==> src/rtl/dmem_arbiter.sv <==
// dmem_arbiter: arbitrates cpu and debug ports onto one single-port SRAM
// Ports:
//   clk, rst                       clock, synchronous active-high reset
//   cpu_*/dbg_* req,we,be,addr,wdata  requester inputs (req held until granted)
//   cpu_gnt/dbg_gnt                combinational grant, at most one per cycle
//   cpu_rvalid/rdata, dbg_rvalid/rdata  read return, one cycle after a granted read
//   dbg_lock, dbg_owns             debug exclusive-ownership request / status
//   cpu_stall                      cpu_req & ~cpu_gnt
//   mem_en,we,be,addr,wdata,rdata  SRAM port, rdata valid one cycle after a read
module dmem_arbiter #(
  parameter int ADDR_W   = 10,
  parameter int DATA_W   = 32,
  parameter int MAX_WAIT = 4
) (
  input  logic              clk,
  input  logic              rst,
  input  logic              cpu_req,
  input  logic              cpu_we,
  input  logic [3:0]        cpu_be,
  input  logic [ADDR_W-1:0] cpu_addr,
  input  logic [DATA_W-1:0] cpu_wdata,
  output logic              cpu_gnt,
  output logic              cpu_rvalid,
  output logic [DATA_W-1:0] cpu_rdata,
  output logic              cpu_stall,
  input  logic              dbg_req,
  input  logic              dbg_we,
  input  logic [3:0]        dbg_be,
  input  logic [ADDR_W-1:0] dbg_addr,
  input  logic [DATA_W-1:0] dbg_wdata,
  output logic              dbg_gnt,
  output logic              dbg_rvalid,
  output logic [DATA_W-1:0] dbg_rdata,
  input  logic              dbg_lock,
  output logic              dbg_owns,
  output logic              mem_en,
  output logic              mem_we,
  output logic [3:0]        mem_be,
  output logic [ADDR_W-1:0] mem_addr,
  output logic [DATA_W-1:0] mem_wdata,
  input  logic [DATA_W-1:0] mem_rdata
);
  typedef enum logic {NORMAL, DBG_OWN} state_t;
  localparam logic [3:0] WMAX = 4'(MAX_WAIT);
  state_t            r_state, w_state_nxt;
  logic [3:0]        r_wait;
  logic              r_cpu_pend, r_dbg_pend;
  logic              w_dbg_win;
  always_ff @(posedge clk)
    r_state <= rst ? NORMAL : w_state_nxt;
  always_comb
    w_state_nxt = dbg_lock ? DBG_OWN : NORMAL;
  // Grants are masked by rst so nothing reaches the SRAM or the pending tags during reset.
  always_comb begin
    w_dbg_win  = dbg_req & (r_wait == WMAX);
    cpu_gnt    = ~rst & (r_state == NORMAL) & cpu_req & ~w_dbg_win;
    dbg_gnt    = ~rst & dbg_req & ((r_state == DBG_OWN) | w_dbg_win | ~cpu_req);
    dbg_owns   = ~rst & (r_state == DBG_OWN);
    cpu_stall  = ~rst & cpu_req & ~cpu_gnt;
    mem_en     = cpu_gnt | dbg_gnt;
    mem_we     = cpu_gnt ? cpu_we    : dbg_gnt & dbg_we;
    mem_be     = cpu_gnt ? cpu_be    : dbg_gnt ? dbg_be    : '0;
    mem_addr   = cpu_gnt ? cpu_addr  : dbg_gnt ? dbg_addr  : '0;
    mem_wdata  = cpu_gnt ? cpu_wdata : dbg_gnt ? dbg_wdata : '0;
    cpu_rvalid = ~rst & r_cpu_pend;
    dbg_rvalid = ~rst & r_dbg_pend;
    cpu_rdata  = cpu_rvalid ? mem_rdata : '0;
    dbg_rdata  = dbg_rvalid ? mem_rdata : '0;
  end
  always_ff @(posedge clk)
    if (rst | ~dbg_req | dbg_gnt)
      r_wait <= '0;
    else if (r_wait != WMAX)
      r_wait <= r_wait + 4'd1;
  // Owner tags follow the grant, so returns route correctly across lock changes.
  always_ff @(posedge clk) begin
    r_cpu_pend <= cpu_gnt & ~cpu_we;
    r_dbg_pend <= dbg_gnt & ~dbg_we;
  end
endmodule

==> config.mk <==
export PLATFORM = sky130hd
export DESIGN_NAME = dmem_arbiter
export DESIGN_NICKNAME = d
export VERILOG_FILES = /design/src/rtl/dmem_arbiter.sv
export SDC_FILE = /design/constraint.sdc
export NUM_CORES = 1
export LEC_CHECK = 0
export ABC_AREA = 0
export BUFFER_PORTS_ARGS = -buffer_cell sky130_fd_sc_hd__buf_4
export CAP_MARGIN = 25
export CORE_AREA = 3 3 96 98
export CTS_CLUSTER_DIAMETER = 40
export CTS_CLUSTER_SIZE = 20
export DETAILED_ROUTE_END_ITERATION = 10
export DIE_AREA = 0 0 99 101
export GPL_TIMING_DRIVEN = 0
export PLACE_DENSITY = 0.65
export SETUP_SLACK_MARGIN = 0.05
export SLEW_MARGIN = 15
export SYNTH_ARGS = -nofsm -noshare
export SYNTH_HDL_FRONTEND = slang
export SYNTH_SLANG_ARGS = --single-unit
export TNS_END_PERCENT = 100
==> constraint.sdc <==
create_clock -name clk -period 1.5 [get_ports clk]
set_clock_uncertainty 0.2 [all_clocks]
set_input_delay 0.225 -clock clk [delete_from_list [all_inputs] [get_ports clk]]
set_output_delay 0.225 -clock clk [all_outputs]
set_load 0.01 [all_outputs]
==> out/metrics.csv, run 1 <==
metric,value,unit
number_of_antenna_violations_at_the_first_check_in_global_routing,0,
avgSynthCellArea,6.265,µm²
placement_rows,34,
grt_max_degree,11,
grt_setup_unrepaired,true,
layout_cell_share_with_drive_strength_beyond_1,75.63,%
crit_path_end_kind,output pin,
area_growth_syn_to_layout,215.7,%
maximum_ir_drop_on_the_vdd_rail,0.1368,mV
post_route_drc,0,
design.die.area,9999,µm²
setup-tns-final,-35890,ps
ys_types,25,
worst-setup-path-type,flip-flop to output pin,
vias_per_cell,4.772,
layout_commonest_cell,buf_4,
worst-slew-pin-transition,463.9,ps
finalWirelength,11.78,mm
worst-r2r-setup-slack,-180,ps
critPathMaxFanout,10,
status,"complete, but fails checks",
global_route.overflow_total,0,
maxcap_viol_count,0,
power-per-cell-area,308.1,nW/µm²
final_net_count,692,
worst_r2r_path_depth,9,
port-buffer-count,248,
worst_hold_path.num_cells,2,
clock_insertion_delay_worst_skew,230,ps
cts_inserted_buffers,3,
die-width,99,µm
numClockSinks,7,
hold_path.startpoint,dbg_lock,
ctsRootBufferMaster,clkbuf_8,
slew_viol_final,0,
antenna_cells_inserted,0,
total_power,0.001688,W
synthCells,277,
post-dp-hpwl,8.711,mm
antenna_left,0,
p_leak,2.507,nW
drt_first_iter_violations,73,
htreeDepth,1,
mappedNetlistNets,410,
dieHeight,101,µm
hold_path_class,primary input to flip-flop,
final_cell_mix,"buf_4, buf_6, and2_4, nand4b_1, nand2_1",
max-slew-margin-rel,69.07,%
mapped_area,1735,µm²
layout_min_cycle_time,2091,ps
track_usage,20.67,%
place_congestion,0.9179,
io-pin-count,249,
first_pass_iters,4,
grt_first_pass_wirelength,16.62,mm
dr_total_vias,3178,
layout_worst_path_cycle_share,139.4,%
finalNonFillerCells,666,
worstReg2RegEnd,r_wait[2],
utilization,64.08,%
vias_in_the_first_global_route,3275,
yosysWarningCount,0,
fin_ws,-590.9,ps
finalHoldViolations,0,
area_of_the_core,8551,µm²
holdPathEnd,r_state,
placed_cells_incl_taps,633,
drt-wirelength-per-cell,17.69,µm
flops_latches_synth,7,
setup_violations,123,
worst_ep_required_time,1070,ps
cts-root-to-sink-buffers,2,
critical_path.startpoint_type,flip-flop,
start_util,20.30,%
failed_checks,negative setup slack,
clock.fmax,478.3,MHz
seq_area_frac_synth,8.075,%
cts_tree,yes,
timing.rr.start,r_wait[1],
placement.setup.worst_slack,-477.6,ps
clk_pin_slew,40,ps
critical_path_arrival,1670,ps
[what timing repair did]
action | in CTS | in global routing
pin swaps | 88 | 19
hold buffers | 2 | 0
setup buffers | 15 | 4
gates resized for setup | 181 | 56
setup endpoints to repair | 123 | 124
endpoints found under the hold margin | 2 | 0
cloned | 9 | 2
[state kept, by name, summed over array words and instances (netlist names)]
signal	cells
r_state	1
r_wait	4
r_cpu_pend	1
r_dbg_pend	1
[per-stage QoR]
step	area (µm²)	hold WS, ps
floorplan	2295	94.72
global placement	4292	205.7
detailed placement	4292	204.8
CTS	5298	4.194
global route	5479	6.258
finish	5479	2.363
[per-layer routing]
layer,GRT usage [%],part of all wire (%),up-vias
li1,-,-,1522
met1,20.97,35,1495
met2,42.15,56,150
met3,4.498,8.0,11
met4,5.042,1.4,0
met5,0,0,-
[logic make-up after synthesis]
logic type,synth area share (%)
and+or+nand+nor,65.18
xor gates and xnor gates,1.010
muxes,1.154
adders and majority gates,1.442
AOI/OAI and AO/OA,13.99
DFF,8.075
buffers and inverters,9.156
[synthesized netlist by cell type]
| master | number | area, µm² |
|---|---|---|
| a211oi_1 | 1 | 7.510 |
| and2_1 | 64 | 400.4 |
| and2_4 | 1 | 8.760 |
| and2b_1 | 1 | 7.510 |
| buf_1 | 4 | 15.01 |
| buf_2 | 16 | 80.08 |
| buf_4 | 2 | 15.01 |
| clkbuf_1 | 11 | 41.29 |
| dfxtp_1 | 7 | 140.1 |
| ha_1 | 2 | 25.02 |
| inv_1 | 2 | 7.510 |
| mux2i_1 | 2 | 20.02 |
| nand2_1 | 48 | 180.2 |
| nand2b_1 | 1 | 6.260 |
| nand3_1 | 1 | 5.000 |
| nand3b_1 | 1 | 7.510 |
| nand4b_1 | 48 | 420.4 |
| nor2_1 | 5 | 18.77 |
| nor2b_1 | 4 | 25.02 |
| nor2b_2 | 1 | 8.760 |
| nor3_1 | 4 | 20.02 |
| nor3_2 | 1 | 10.01 |
| nor3b_2 | 1 | 12.51 |
| o21ai_1 | 47 | 235.2 |
| xnor2_1 | 2 | 17.52 |
[how the worst max path moves through the flow]
stage / start / to / slack [ps] / cells past startpoint
after floorplan: r_wait[1] / cpu_stall / -150 / 6
after CTS: r_wait[0] / cpu_stall / -620 / 8
after global placement: rst / mem_addr[8] / -480 / 6
final: r_wait[1] / mem_wdata[23] / -590 / 9
after global routing: r_wait[1] / mem_wdata[15] / -690 / 9
after detailed placement: rst / mem_addr[8] / -480 / 6
[layout make-up]
| type | count | area (µm²) |
|---|---|---|
| plain buffers | 31 | 329.1 |
| well taps | 108 | 135.1 |
| fillers | 694 | 3072 |
| clock buffers | 4 | 45.04 |
| inverters | 2 | 7.507 |
| repair buffers | 279 | 2685 |
| multi-input cells | 235 | 2131 |
| flip-flops and latches | 7 | 146.4 |
[report_power, final]
| group | switching [W] | leakage (nW) | total [W] | internal [W] |
|---|---|---|---|---|
| logic | 0.000503 | 2.43 | 0.00122 | 0.000715 |
| registers | 0.00000224 | 0.0585 | 0.000193 | 0.000191 |
| clock network | 0.0000922 | 0.0228 | 0.000277 | 0.000185 |
[critical path, cell delays in order (launching register included)]
cell	delay [ps]
dfxtp_2	320
inv_2	60
ha_4	130
nand4b_1	140
buf_4	180
buf_8	140
buf_8	130
nand4b_1	130
o21ai_4	80
buf_6	120
Note: power is estimated with default switching activity, not from simulation.
==> run 2, diff against run 1 <==
--- a/config.mk
+++ b/config.mk
@@ -7,15 +7,14 @@
 export LEC_CHECK = 0
 export ABC_AREA = 0
 export BUFFER_PORTS_ARGS = -buffer_cell sky130_fd_sc_hd__buf_4
-export CAP_MARGIN = 25
 export CORE_AREA = 3 3 96 98
 export CTS_CLUSTER_DIAMETER = 40
-export CTS_CLUSTER_SIZE = 20
+export CTS_CLUSTER_SIZE = 14
 export DETAILED_ROUTE_END_ITERATION = 10
 export DIE_AREA = 0 0 99 101
 export GPL_TIMING_DRIVEN = 0
 export PLACE_DENSITY = 0.65
-export SETUP_SLACK_MARGIN = 0.05
+export SETUP_SLACK_MARGIN = 0.2
 export SLEW_MARGIN = 15
 export SYNTH_ARGS = -nofsm -noshare
 export SYNTH_HDL_FRONTEND = slang
==> out/metrics.csv, run 2 (synthesis results as in run 1) <==
metric,value,unit
status,"complete, but fails checks",
failed_checks,negative setup slack,
layout_min_cycle_time,2172,ps
ctsRootBufferMaster,clkbuf_8,
clk_pin_slew,40,ps
worst_ep_required_time,1070,ps
first_pass_iters,4,
worst-setup-path-type,flip-flop to output pin,
drt_first_iter_violations,59,
cts_inserted_buffers,3,
critPathMaxFanout,8,
critical_path.startpoint_type,flip-flop,
io-pin-count,249,
track_usage,22.08,%
largest_register_ffs,4,
setup_violations,122,
place_congestion,0.9147,
htreeDepth,1,
placement.setup.worst_slack,-465.2,ps
finalHoldViolations,0,
finalWirelength,12.64,mm
vias_per_cell,4.789,
worstReg2RegEnd,r_wait[0],
num-fill-cells,665,
antenna_left,0,
numClockSinks,7,
vias_in_the_first_global_route,3317,
maxcap_viol_count,0,
placed_cells_incl_taps,633,
layout_commonest_cell,buf_4,
power.share.switching,35.24,%
dieHeight,101,µm
power.clock.fraction,15.8,%
final_cell_mix,"buf_4, buf_6, and2_4",
total_power,0.001699,W
layout_worst_path_cycle_share,144.8,%
cts-root-to-sink-buffers,2,
post-dp-hpwl,8.745,mm
slew_viol_final,0,
dr_total_vias,3228,
net_switching_power,0.0005985,W
placement_rows,34,
hold_path_class,primary input to flip-flop,
worst_r2r_path_depth,11,
critPathLaunch,r_wait[1],
p_int,0.001100,W
clock_insertion_delay_worst_skew,230,ps
cp-endpoint,mem_wdata[13],
max-slew-margin-rel,68.83,%
layout_cell_share_with_drive_strength_beyond_1,78.19,%
design.die.area,9999,µm²
number_of_antenna_violations_at_the_first_check_in_global_routing,2,
start_util,20.30,%
top_register,r_wait,
area_of_the_core,8551,µm²
power-per-cell-area,299.8,nW/µm²
power.combinational.fraction,72.8,%
grt_first_pass_wirelength,17.69,mm
worst-r2r-setup-slack,-420,ps
p_leak,2.588,nW
crit_path_end_kind,output pin,
drt-wirelength-per-cell,18.76,µm
post_route_drc,0,
final_net_count,698,
worst-slew-pin-transition,467.5,ps
maximum_ir_drop_on_the_vdd_rail,0.1541,mV
global_route.overflow_total,0,
finalNonFillerCells,674,
seqPwrFrac,11.3,%
clock.fmax,460.4,MHz
grt_setup_unrepaired,true,
multiInputGateArea,2158,µm²
area_growth_syn_to_layout,226.5,%
grt_max_degree,11,
cts_tree,yes,
critical_path_arrival,1750,ps
port-buffer-count,248,
die-width,99,µm
fin_ws,-671.9,ps
timing.rr.start,r_wait[1],
sequential_cell_area,146.4,µm²
run 2: through the flow:
stage | util (%) | cell area [µm²] | TNS (ps) | hold slack (ps)
2_1_floorplan | - | 2322 | -6453 | 94.72
6_report | 66.27 | 5667 | -41850 | 27.11
4_1_cts | 63.21 | 5405 | -43270 | 25.20
3_5_place_dp | 50.51 | 4319 | -28450 | 207.7
5_1_grt | 66.27 | 5667 | -47140 | 45.55
3_3_place_gp | 50.51 | 4319 | -26790 | 202.2
run 2: power by group through the flow:
stage / clock network, W / registers [W] / logic, W
6_report: 0.000269 / 0.000193 / 0.00124
5_1_grt: 0.000293 / 0.000193 / 0.00131
4_1_cts: 0.000280 / 0.000192 / 0.00119
3_5_place_dp: 0 / 0.000197 / 0.000963
3_3_place_gp: 0 / 0.000197 / 0.000952
2_1_floorplan: 0 / 0.000197 / 0.000453
run 2: worst min path at each step:
| stage | from | to | cells past startpoint |
|---|---|---|---|
| 4_1_cts | dbg_lock | r_state | 2 |
| 6_report | dbg_lock | r_state | 2 |
| 3_5_place_dp | dbg_we | r_dbg_pend | 2 |
| 3_3_place_gp | cpu_we | r_cpu_pend | 2 |
| 5_1_grt | dbg_lock | r_state | 2 |
| 2_1_floorplan | dbg_we | r_dbg_pend | 1 |
run 2: timing repair:
action	in CTS	in global routing
pin swaps	114	11
gates cloned	10	2
hold endpoints to repair	2	0
buffers inserted	16	5
endpoints found under the setup margin	124	124
hold buffers	2	0
resized for setup	207	49
run 2: layout make-up:
type | count | share of cell area (%)
Sequential cell | 7 | 2.583
Antenna cell | 2 | 0.08832
Multi-Input combinational cell | 235 | 38.09
Timing Repair Buffer | 283 | 48.93
Tap cell | 108 | 2.385
Inverter | 2 | 0.1325
Clock buffer | 4 | 0.7949
Buffer | 33 | 6.999
run 2: worst max-delay path: stages (launching register included):
cell       delay [ps]
dfxtp_2           320
inv_2              60
ha_4              130
nand4b_1          180
buf_4             210
buf_8             140
clkbuf_16         150
nand4b_1          130
o21ai_4            70
buf_6             120
run 2: layer usage:
layer / up-vias / routed length [µm] / part of all wire [%] / GRT usage [%]
met2: 165 / 6805 / 54 / 42.82
met5: - / 0 / 0 / 0
met4: 0 / 366 / 2.9 / 6.828
li1: 1539 / - / - / -
met3: 20 / 1051 / 8.3 / 4.844
met1: 1504 / 4418 / 35 / 23.55
